`src/rtl/pipe_skid_reg_pkg.sv`:
```
// Shared types and defaults for the elastic skid pipeline register.
//   skid_state_t   : fill level of the stage; the encoding doubles as occupancy
//   DATA_W_DEFAULT : default payload width (instr/ctrl bundle)
package pipe_pkg;
  typedef enum logic [1:0] {EMPTY = 2'd0, ONE = 2'd1, TWO = 2'd2} skid_state_t;
  localparam int DATA_W_DEFAULT = 32;
endpackage

```
`src/rtl/pipe_skid_reg_if.sv`:
```
// Ready/valid bus around one skid stage.
//   in_valid/in_ready/in_data    : upstream (producer) handshake
//   out_valid/out_ready/out_data : downstream (consumer) handshake
//   occupancy                    : entries held by the stage (0..2)
// modport slave  : the stage itself
// modport master : the environment driving producer and consumer sides
interface pipe_skid_reg_if #(parameter int WIDTH = pipe_pkg::DATA_W_DEFAULT);
  logic             in_valid;
  logic             in_ready;
  logic [WIDTH-1:0] in_data;
  logic             out_valid;
  logic             out_ready;
  logic [WIDTH-1:0] out_data;
  logic [1:0]       occupancy;

  modport slave (
    input  in_valid, in_data, out_ready,
    output in_ready, out_valid, out_data, occupancy
  );
  modport master (
    output in_valid, in_data, out_ready,
    input  in_ready, out_valid, out_data, occupancy
  );
endinterface

```
`src/rtl/pipe_skid_reg_flopenr.sv`:
```
// Enabled register with synchronous active-high reset to zero.
//   clk   : clock
//   reset : synchronous clear
//   en    : load d on the rising edge
//   d / q : data in / registered data out
module flopenr #(parameter int WIDTH = 32) (
  input  logic             clk,
  input  logic             reset,
  input  logic             en,
  input  logic [WIDTH-1:0] d,
  output logic [WIDTH-1:0] q
);
  always_ff @(posedge clk) begin
    if (reset)   q <= '0;
    else if (en) q <= d;
  end
endmodule

```
`src/rtl/pipe_skid_reg.sv`:
```
// Elastic pipeline stage: main + skid entries so in_ready is a flop output
// and out_ready never reaches in_ready combinationally. Full throughput when
// the consumer never stalls.
//   clk   : clock
//   reset : synchronous, active-high; drops all entries, out_data -> 0
//   flush : discard held entries (redirect); an output xfer that cycle still
//           completes, an input accepted that cycle is dropped
//   bus   : ready/valid handshake on both sides plus occupancy
module pipe_skid_reg
  import pipe_pkg::*;
#(parameter int WIDTH = DATA_W_DEFAULT) (
  input  logic          clk,
  input  logic          reset,
  input  logic          flush,
  pipe_skid_reg_if.slave bus
);
  skid_state_t      state_q, state_d;
  logic             in_ready_q, in_ready_d;
  logic             main_en, skid_en, main_from_skid;
  logic [WIDTH-1:0] main_q, skid_q, main_d;
  logic             in_xfer, out_xfer, out_valid;

  assign out_valid = (state_q != EMPTY);
  assign in_xfer   = bus.in_valid & in_ready_q;
  assign out_xfer  = out_valid & bus.out_ready;

  always_comb begin
    state_d        = state_q;
    main_en        = 1'b0;
    skid_en        = 1'b0;
    main_from_skid = 1'b0;
    unique case (state_q)
      EMPTY: if (in_xfer) begin
        state_d = ONE;
        main_en = 1'b1;
      end
      ONE: begin
        if (in_xfer && out_xfer) begin
          main_en = 1'b1;
        end else if (in_xfer) begin
          state_d = TWO;
          skid_en = 1'b1;
        end else if (out_xfer) begin
          state_d = EMPTY;
        end
      end
      TWO: if (out_xfer) begin
        state_d        = ONE;
        main_en        = 1'b1;
        main_from_skid = 1'b1;
      end
      default: state_d = EMPTY;
    endcase
    // Flush wins over handshakes; loads are suppressed so the dropped input
    // cannot leak into main/skid.
    if (flush) begin
      state_d = EMPTY;
      main_en = 1'b0;
      skid_en = 1'b0;
    end
    in_ready_d = (state_d != TWO);
  end

  assign main_d = main_from_skid ? skid_q : bus.in_data;

  always_ff @(posedge clk) begin
    if (reset) begin
      state_q    <= EMPTY;
      in_ready_q <= 1'b1;
    end else begin
      state_q    <= state_d;
      in_ready_q <= in_ready_d;
    end
  end

  flopenr #(.WIDTH(WIDTH)) u_main (
    .clk(clk), .reset(reset), .en(main_en), .d(main_d), .q(main_q)
  );
  flopenr #(.WIDTH(WIDTH)) u_skid (
    .clk(clk), .reset(reset), .en(skid_en), .d(bus.in_data), .q(skid_q)
  );

  assign bus.in_ready  = in_ready_q;
  assign bus.out_valid = out_valid;
  assign bus.out_data  = main_q;
  assign bus.occupancy = state_q;

  a_no_in_when_full: assert property (@(posedge clk) disable iff (reset)
    !(state_q == TWO && in_xfer));
  a_stall_stable: assert property (@(posedge clk) disable iff (reset)
    (out_valid && !bus.out_ready && !flush) |=> (out_valid && $stable(main_q)));
  a_occ_legal: assert property (@(posedge clk) disable iff (reset)
    state_q != 2'd3);
endmodule
```
`src/flat_wrapper.sv`:
```
// flat-port wrapper written by rule: the top's interface ports become plain ports
module pipe_skid_reg_flat import pipe_pkg::*;
#(parameter int WIDTH = DATA_W_DEFAULT)
  (clk, reset, flush, bus_in_valid, bus_in_data, bus_out_ready, bus_in_ready, bus_out_valid, bus_out_data, bus_occupancy);
  pipe_skid_reg_if #(.WIDTH(WIDTH)) bus_i ();
  input  logic clk;
  input  logic reset;
  input  logic flush;
  input wire logic [$bits(bus_i.in_valid)-1:0] bus_in_valid;
  input wire logic [$bits(bus_i.in_data)-1:0] bus_in_data;
  input wire logic [$bits(bus_i.out_ready)-1:0] bus_out_ready;
  output wire logic [$bits(bus_i.in_ready)-1:0] bus_in_ready;
  output wire logic [$bits(bus_i.out_valid)-1:0] bus_out_valid;
  output wire logic [$bits(bus_i.out_data)-1:0] bus_out_data;
  output wire logic [$bits(bus_i.occupancy)-1:0] bus_occupancy;
  assign bus_i.in_valid = bus_in_valid;
  assign bus_i.in_data = bus_in_data;
  assign bus_i.out_ready = bus_out_ready;
  assign bus_in_ready = bus_i.in_ready;
  assign bus_out_valid = bus_i.out_valid;
  assign bus_out_data = bus_i.out_data;
  assign bus_occupancy = bus_i.occupancy;
  pipe_skid_reg #(.WIDTH(WIDTH)) u_core (.clk(clk), .reset(reset), .flush(flush), .bus(bus_i));
endmodule
```
`config.mk`:
```
export PLATFORM = sky130hd
export DESIGN_NAME = pipe_skid_reg_flat
export DESIGN_NICKNAME = d
export VERILOG_FILES = /design/src/rtl/pipe_skid_reg_pkg.sv /design/src/rtl/pipe_skid_reg_if.sv /design/src/rtl/pipe_skid_reg_flopenr.sv /design/src/rtl/pipe_skid_reg.sv /design/src/flat_wrapper.sv
export SDC_FILE = /design/constraint.sdc
export NUM_CORES = 1
export LEC_CHECK = 0
export CORE_UTILIZATION = 35
export DETAILED_ROUTE_END_ITERATION = 8
export SLEW_MARGIN = 0
export SYNTH_ARGS = -nofsm -noshare
export SYNTH_HDL_FRONTEND = slang
export SYNTH_SLANG_ARGS = --single-unit
```
`constraint.sdc`:
```
create_clock -name clk -period 1.8 [get_ports clk]
set_input_delay 0.18 -clock clk [delete_from_list [all_inputs] [get_ports clk]]
set_output_delay 0.18 -clock clk [all_outputs]
set_load 0.02 [all_outputs]
```
==> results of run 1 <==
timing repair:
item	4_1_cts	5_1_grt
endpoints found under the hold margin	0	0
setup endpoints to repair	1	0
resized for setup	1	0
final timing paths:
path,endpoint,slack [ps],cells past startpoint
setup / recovery,bus_out_valid,80,2
hold reg to reg,u_core.u_skid.q[10]$_SDFFE_PP0P_,460,2
hold / removal,u_core.bus.in_ready$_SDFF_PP1_,90,2
setup reg to reg,u_core.u_main.q[0]$_SDFFE_PP0P_,180,5
sequential cells by signal (all words and copies together) (netlist names):
| signal | flops |
|---|---|
| u_core.u_main.q | 32 |
| u_core.u_skid.q | 32 |
| u_core.bus.in_ready | 1 |
| u_core.bus.occupancy | 2 |
cell families after synthesis:
logic type	Yosys count	share of synthesized area (%)
and+or+nand+nor	173	24.6
DFF	67	46.9
AOI/OAI and AO/OA	66	22.6
buffers and inverters	28	5.12
muxes	2	0.701
cell type report:
type | count | area [sq um]
well taps | 102 | 128
inverters | 1 | 3.75
clock buffers | 11 | 131
clock inverters | 5 | 77.6
repair buffers | 91 | 908
flip-flops and latches | 67 | 1340
fillers | 772 | 3830
multi-input cells | 241 | 1390
routing by layer:
metal	track usage (%)	vias up	part of all wire, %
met4	6.64	0	0.96
met1	20.8	1172	46
met2	28.0	50	49
li1	-	1291	-
met3	3.28	5	3.9
met5	0	-	0
through the flow:
stage          instances  hold WS (ps)  TNS [ps]
2_1_floorplan        336           257         0
3_3_place_gp         502           439      -132
3_5_place_dp         502           435     -1850
4_1_cts              518          84.7         0
5_1_grt              518           116         0
6_report             518          90.6         0
worst max-delay path, delay by kind of cell, from the launching register on:
family        cells  cell delay (ps)
buf+inv           1              540
simple gates      1              300
flops             1              370
cells in the mapped netlist (2+ instances only):
| master | count |
|---|---|
| buf_2 | 6 |
| nand2_1 | 129 |
| or4_1 | 2 |
| buf_4 | 3 |
| mux2i_1 | 2 |
| buf_6 | 3 |
| a311oi_2 | 28 |
| nor2_1 | 33 |
| nand2b_1 | 2 |
| a21oi_1 | 32 |
| clkbuf_1 | 15 |
| a311oi_1 | 5 |
| dfxtp_1 | 67 |
power by group:
group | internal, mW | switching, mW | total, mW
clock | 0.777 | 0.553 | 1.33
combinational | 0.288 | 0.278 | 0.565
sequential | 1.55 | 0.0404 | 1.59
total | 2.61 | 0.871 | 3.49
==> impl_metrics.yaml, run 1 <==
clocking:
  cts.clk_slew.worst_paths_ps: 70
  numCtsBuffers: 9
  clock_tree.root_cell: "clkbuf_8"
  clock_latency_ps: 330
  postCtsHoldBufs: 0
  cts.sinks: 67
  tritoncts: "built"
  clockBufferDepth: 2
  htreeDepth: 3
  post_cts_buffers: 0
cells_and_area:
  syn2layout_area_growth_pct: 39.1
  final_common_cell: "nand2_1"
  finish.utilization_pct: 50.9
  final_cell_mix: "129 x nand2_1, 71 x clkdlybuf4s50_1, 66 x dfxtp_1"
  diodes: 0
  drive_gt1_share_pct: 16.3
  fin_area_sq_um: 3980
  fin_nets: 448
placed_design:
  port-buffer-count: 72
  hpwl_microns: 4230
  gp_congestion: 0.740
  pre_cts_slack_ps: -75.6
  place_area_sq_um: 3770
critical_path:
  required_ps: 1620
  cpPeakStageDelay_ps: 540
  timing.rr.start: "u_core.bus.occupancy[1]$_SDFF_PP0_"
  worstPathMaxFanout: 7
  crit_path_start: "u_core.bus.occupancy[0]$_SDFF_PP0_"
  critPathSlowestCell: "clkdlybuf4s50_1"
  start_kind: "register"
  crit_arrival_ps: 1540
  crit_path_cell_trace: "or2_2 -> clkdlybuf4s50_1"
  path_class: "register to output port"
  critPathCaptureType: "output port"
floorplanning:
  initial_utilization_pct: 36.6
  coreArea_sq_um: 7810
  fp.dieW_microns: 92.4
  dieArea_sq_um: 8530
  rows: 32
  boundaryPins: 73
  die-height_microns: 92.4
yosys:
  yosysSeqAreaShare_pct: 46.9
  synth_enable_flop_cells: 0
  synthTopCellsByArea: "dfxtp_1 47%, nand2_1 17%, a311oi_2 15%"
  synth_seq_cells: 67
  synth_area_sq_um: 2860
  synthCells: 336
  synth_fp_nets: 373
  synth_top_flop_cell: "dfxtp_1"
  yosysTopAreaCellShare_pct: 46.9
  ys_warn_count: 0
  async_reset_ff_share_pct: 0
  post_synth.cell_area_avg_sq_um: 8.51
  synth_largest_area_cell: "dfxtp_1"
  ys_types: 22
run:
  drv_cap: 0
power_and_ir_drop:
  p_per_area_nw_per_um2: 877
  power.leakage_nw: 1.38
  peakVddDrop_uv: 435
  power.total_mw: 3.49
timing:
  setup_ws_ps: 82.2
  clock_skew_ps: 7.49
  period_share_pct: 95.4
  slew_violations: 0
  relSlewSlack_pct: 70.8
  worst_pin_slew_ps: 437
  finalSetupViolations: 0
  final-hold-violation-count: 0
  fin_crit_ps: 1720
  fmax_mhz: 582
  rsz0062_at_grt: "no"
route:
  dr.first_iter.drc_count: 91
  num_vias: 2518
  vias_per_cell: 4.86
  first_pass_iters: 4
  drt.antenna.violating_nets: 0
  routedWlPerCell_microns: 13.1
  drt_wl_total_microns: 6780
  drc: 0
grt:
  grt_pass1_wl_microns: 11100
  grtUsageTotal_pct: 16.6
  grt_pass1_vias: 2307
  antenna_found_initial: 0
  overflow: 0
  grt_max_degree: 35
hold_path:
  hp-start: "reset"
  hp-class: "input pin to register"
run_status:
  status: "completed"
No activity file was read; power rests on OpenSTA's default activity.
==> inputs of run 2 (changes only) <==
GPL_TIMING_DRIVEN = 0   (was default)
==> run 2 against run 1 <==
  * Clock-buffer cell count did not move
  * Hold slack improved by 330 ps
  * Combinational power about the same
  * Final cell count up 1.7%
  * Flip-flop and latch count unchanged
  * Clock skew rose by 1.5 ps
  * Critical path depth increased by 4
  * Register-to-register slack worse by 50 ps
==> impl_metrics.yaml, run 2 (synthesized netlist as in run 1, its figures left out) <==
power_and_ir_drop:
  power.total_mw: 3.36
  p_per_area_nw_per_um2: 857
  power.leakage_nw: 1.37
  peakVddDrop_uv: 357
placed_design:
  placed_cells: 510
  place_area_sq_um: 3710
  pre_cts_slack_ps: -385
  port-buffer-count: 72
  gp_congestion: 0.761
  hpwl_microns: 4940
route:
  drc: 0
  num_vias: 2616
  vias_per_cell: 4.96
  first_pass_iters: 5
  routedWlPerCell_microns: 13.7
  dr.first_iter.drc_count: 131
  drt.antenna.violating_nets: 0
  drt_wl_total_microns: 7190
clocking:
  cts.clk_slew.worst_paths_ps: 70
  numCtsBuffers: 9
  clock_tree.root_cell: "clkbuf_8"
  clock_latency_ps: 330
  cts.sinks: 67
  tritoncts: "built"
  postCtsHoldBufs: 0
  clockBufferDepth: 2
  htreeDepth: 3
floorplanning:
  initial_utilization_pct: 36.6
  fp.dieW_microns: 92.4
  die-height_microns: 92.4
  coreArea_sq_um: 7810
  rows: 32
  dieArea_sq_um: 8530
  boundaryPins: 73
cells_and_area:
  fin_nets: 457
  finalNonFillerCells: 527
  syn2layout_area_growth_pct: 37.0
  final_common_cell: "nand2_1"
  diodes: 0
  drive_gt1_share_pct: 15.3
  final_cell_mix: "129 x nand2_1, 71 x clkdlybuf4s50_1, 66 x dfxtp_1"
  fin_area_sq_um: 3920
timing:
  finalSetupViolations: 0
  setup_ws_ps: 119
  slew_violations: 0
  clock_skew_ps: 9.00
  relSlewSlack_pct: 52.6
  period_share_pct: 93.4
  final-hold-violation-count: 0
  rsz0062_at_grt: "no"
  fin_crit_ps: 1680
  fmax_mhz: 595
  worst_pin_slew_ps: 712
  tns_ps: 0
grt:
  grtUsageTotal_pct: 18.2
  overflow: 0
  grt_max_degree: 12
  grt_pass1_vias: 2568
  antenna_found_initial: 0
  grt_pass1_wl_microns: 12100
critical_path:
  start_kind: "input pin"
  critPathCaptureType: "register"
  required_ps: 2030
  path_class: "input pin to register"
  worstPathMaxFanout: 10
  crit_arrival_ps: 1910
run:
  drv_cap: 0
hold_path:
  hp-class: "input pin to register"
run_status:
  status: "completed"
==> run 2: cell types whose count changed in the layout (fill, tap and decap cells not counted), sizes merged <==
cell	before	now
clkbuf	11	26
buf	20	13
clkinv	2	4
bufinv	2	1
clkinvlp	1	0
dlygate4sd2	0	1
==> run 2: area by class of cell <==
cell class / count / area [sq um]
Tap cell: 102 / 128
Multi-Input combinational cell: 241 / 1370
Buffer: 27 / 148
Sequential cell: 67 / 1340
Clock inverter: 5 / 53.8
Inverter: 1 / 3.75
Timing Repair Buffer: 73 / 739
Clock buffer: 11 / 131
Fill cell: 773 / 3890
==> run 2: per-stage QoR <==
| stage | hold WS, ps | utilization (%) |
|---|---|---|
| 2_1_floorplan | 257 | - |
| 3_5_place_dp | 447 | 47.5 |
| 4_1_cts | 413 | 49.9 |
| 6_report | 421 | 50.2 |
| 5_1_grt | 433 | 50.2 |
| 3_3_place_gp | 442 | 47.5 |
==> run 2: report_power, final <==
part,switching (mW),internal [mW]
Clock,0.566,0.637
Combinational,0.284,0.282
Sequential,0.0385,1.55
==> run 2: worst paths after layout <==
path	cells after the start	endpoint	slack, ps	start
hold reg to reg	2	u_core.u_skid.q[10]$_SDFFE_PP0P_	450	u_core.u_skid.q[10]$_SDFFE_PP0P_
setup / recovery	6	u_core.u_main.q[1]$_SDFFE_PP0P_	120	bus_out_ready
setup reg to reg	5	u_core.u_skid.q[1]$_SDFFE_PP0P_	130	u_core.bus.occupancy[1]$_SDFF_PP0_
hold / removal	3	u_core.u_skid.q[24]$_SDFFE_PP0P_	420	bus_in_data[24]
==> run 2: what timing repair did <==
item                       CTS  global route
gates resized for setup      4             3
pin swaps                    0             1
buffers inserted             0             1
cloned                       0             0
setup endpoints to repair   16            42
==> run 2: routing by layer <==
layer	vias to the layer above	track usage (%)	routed length, microns
li1	1306	-	-
met1	1217	23.2	3180
met2	83	29.9	3480
met3	10	4.35	449
met4	0	6.38	85
met5	-	0	0
==> run 2: worst max-delay path: stages <==
cell and delay, ps:
clkdlybuf4s50_1 590, inv_1 100, nor3b_2 370, buf_2 310, nand2_1 80, a311oi_1 290
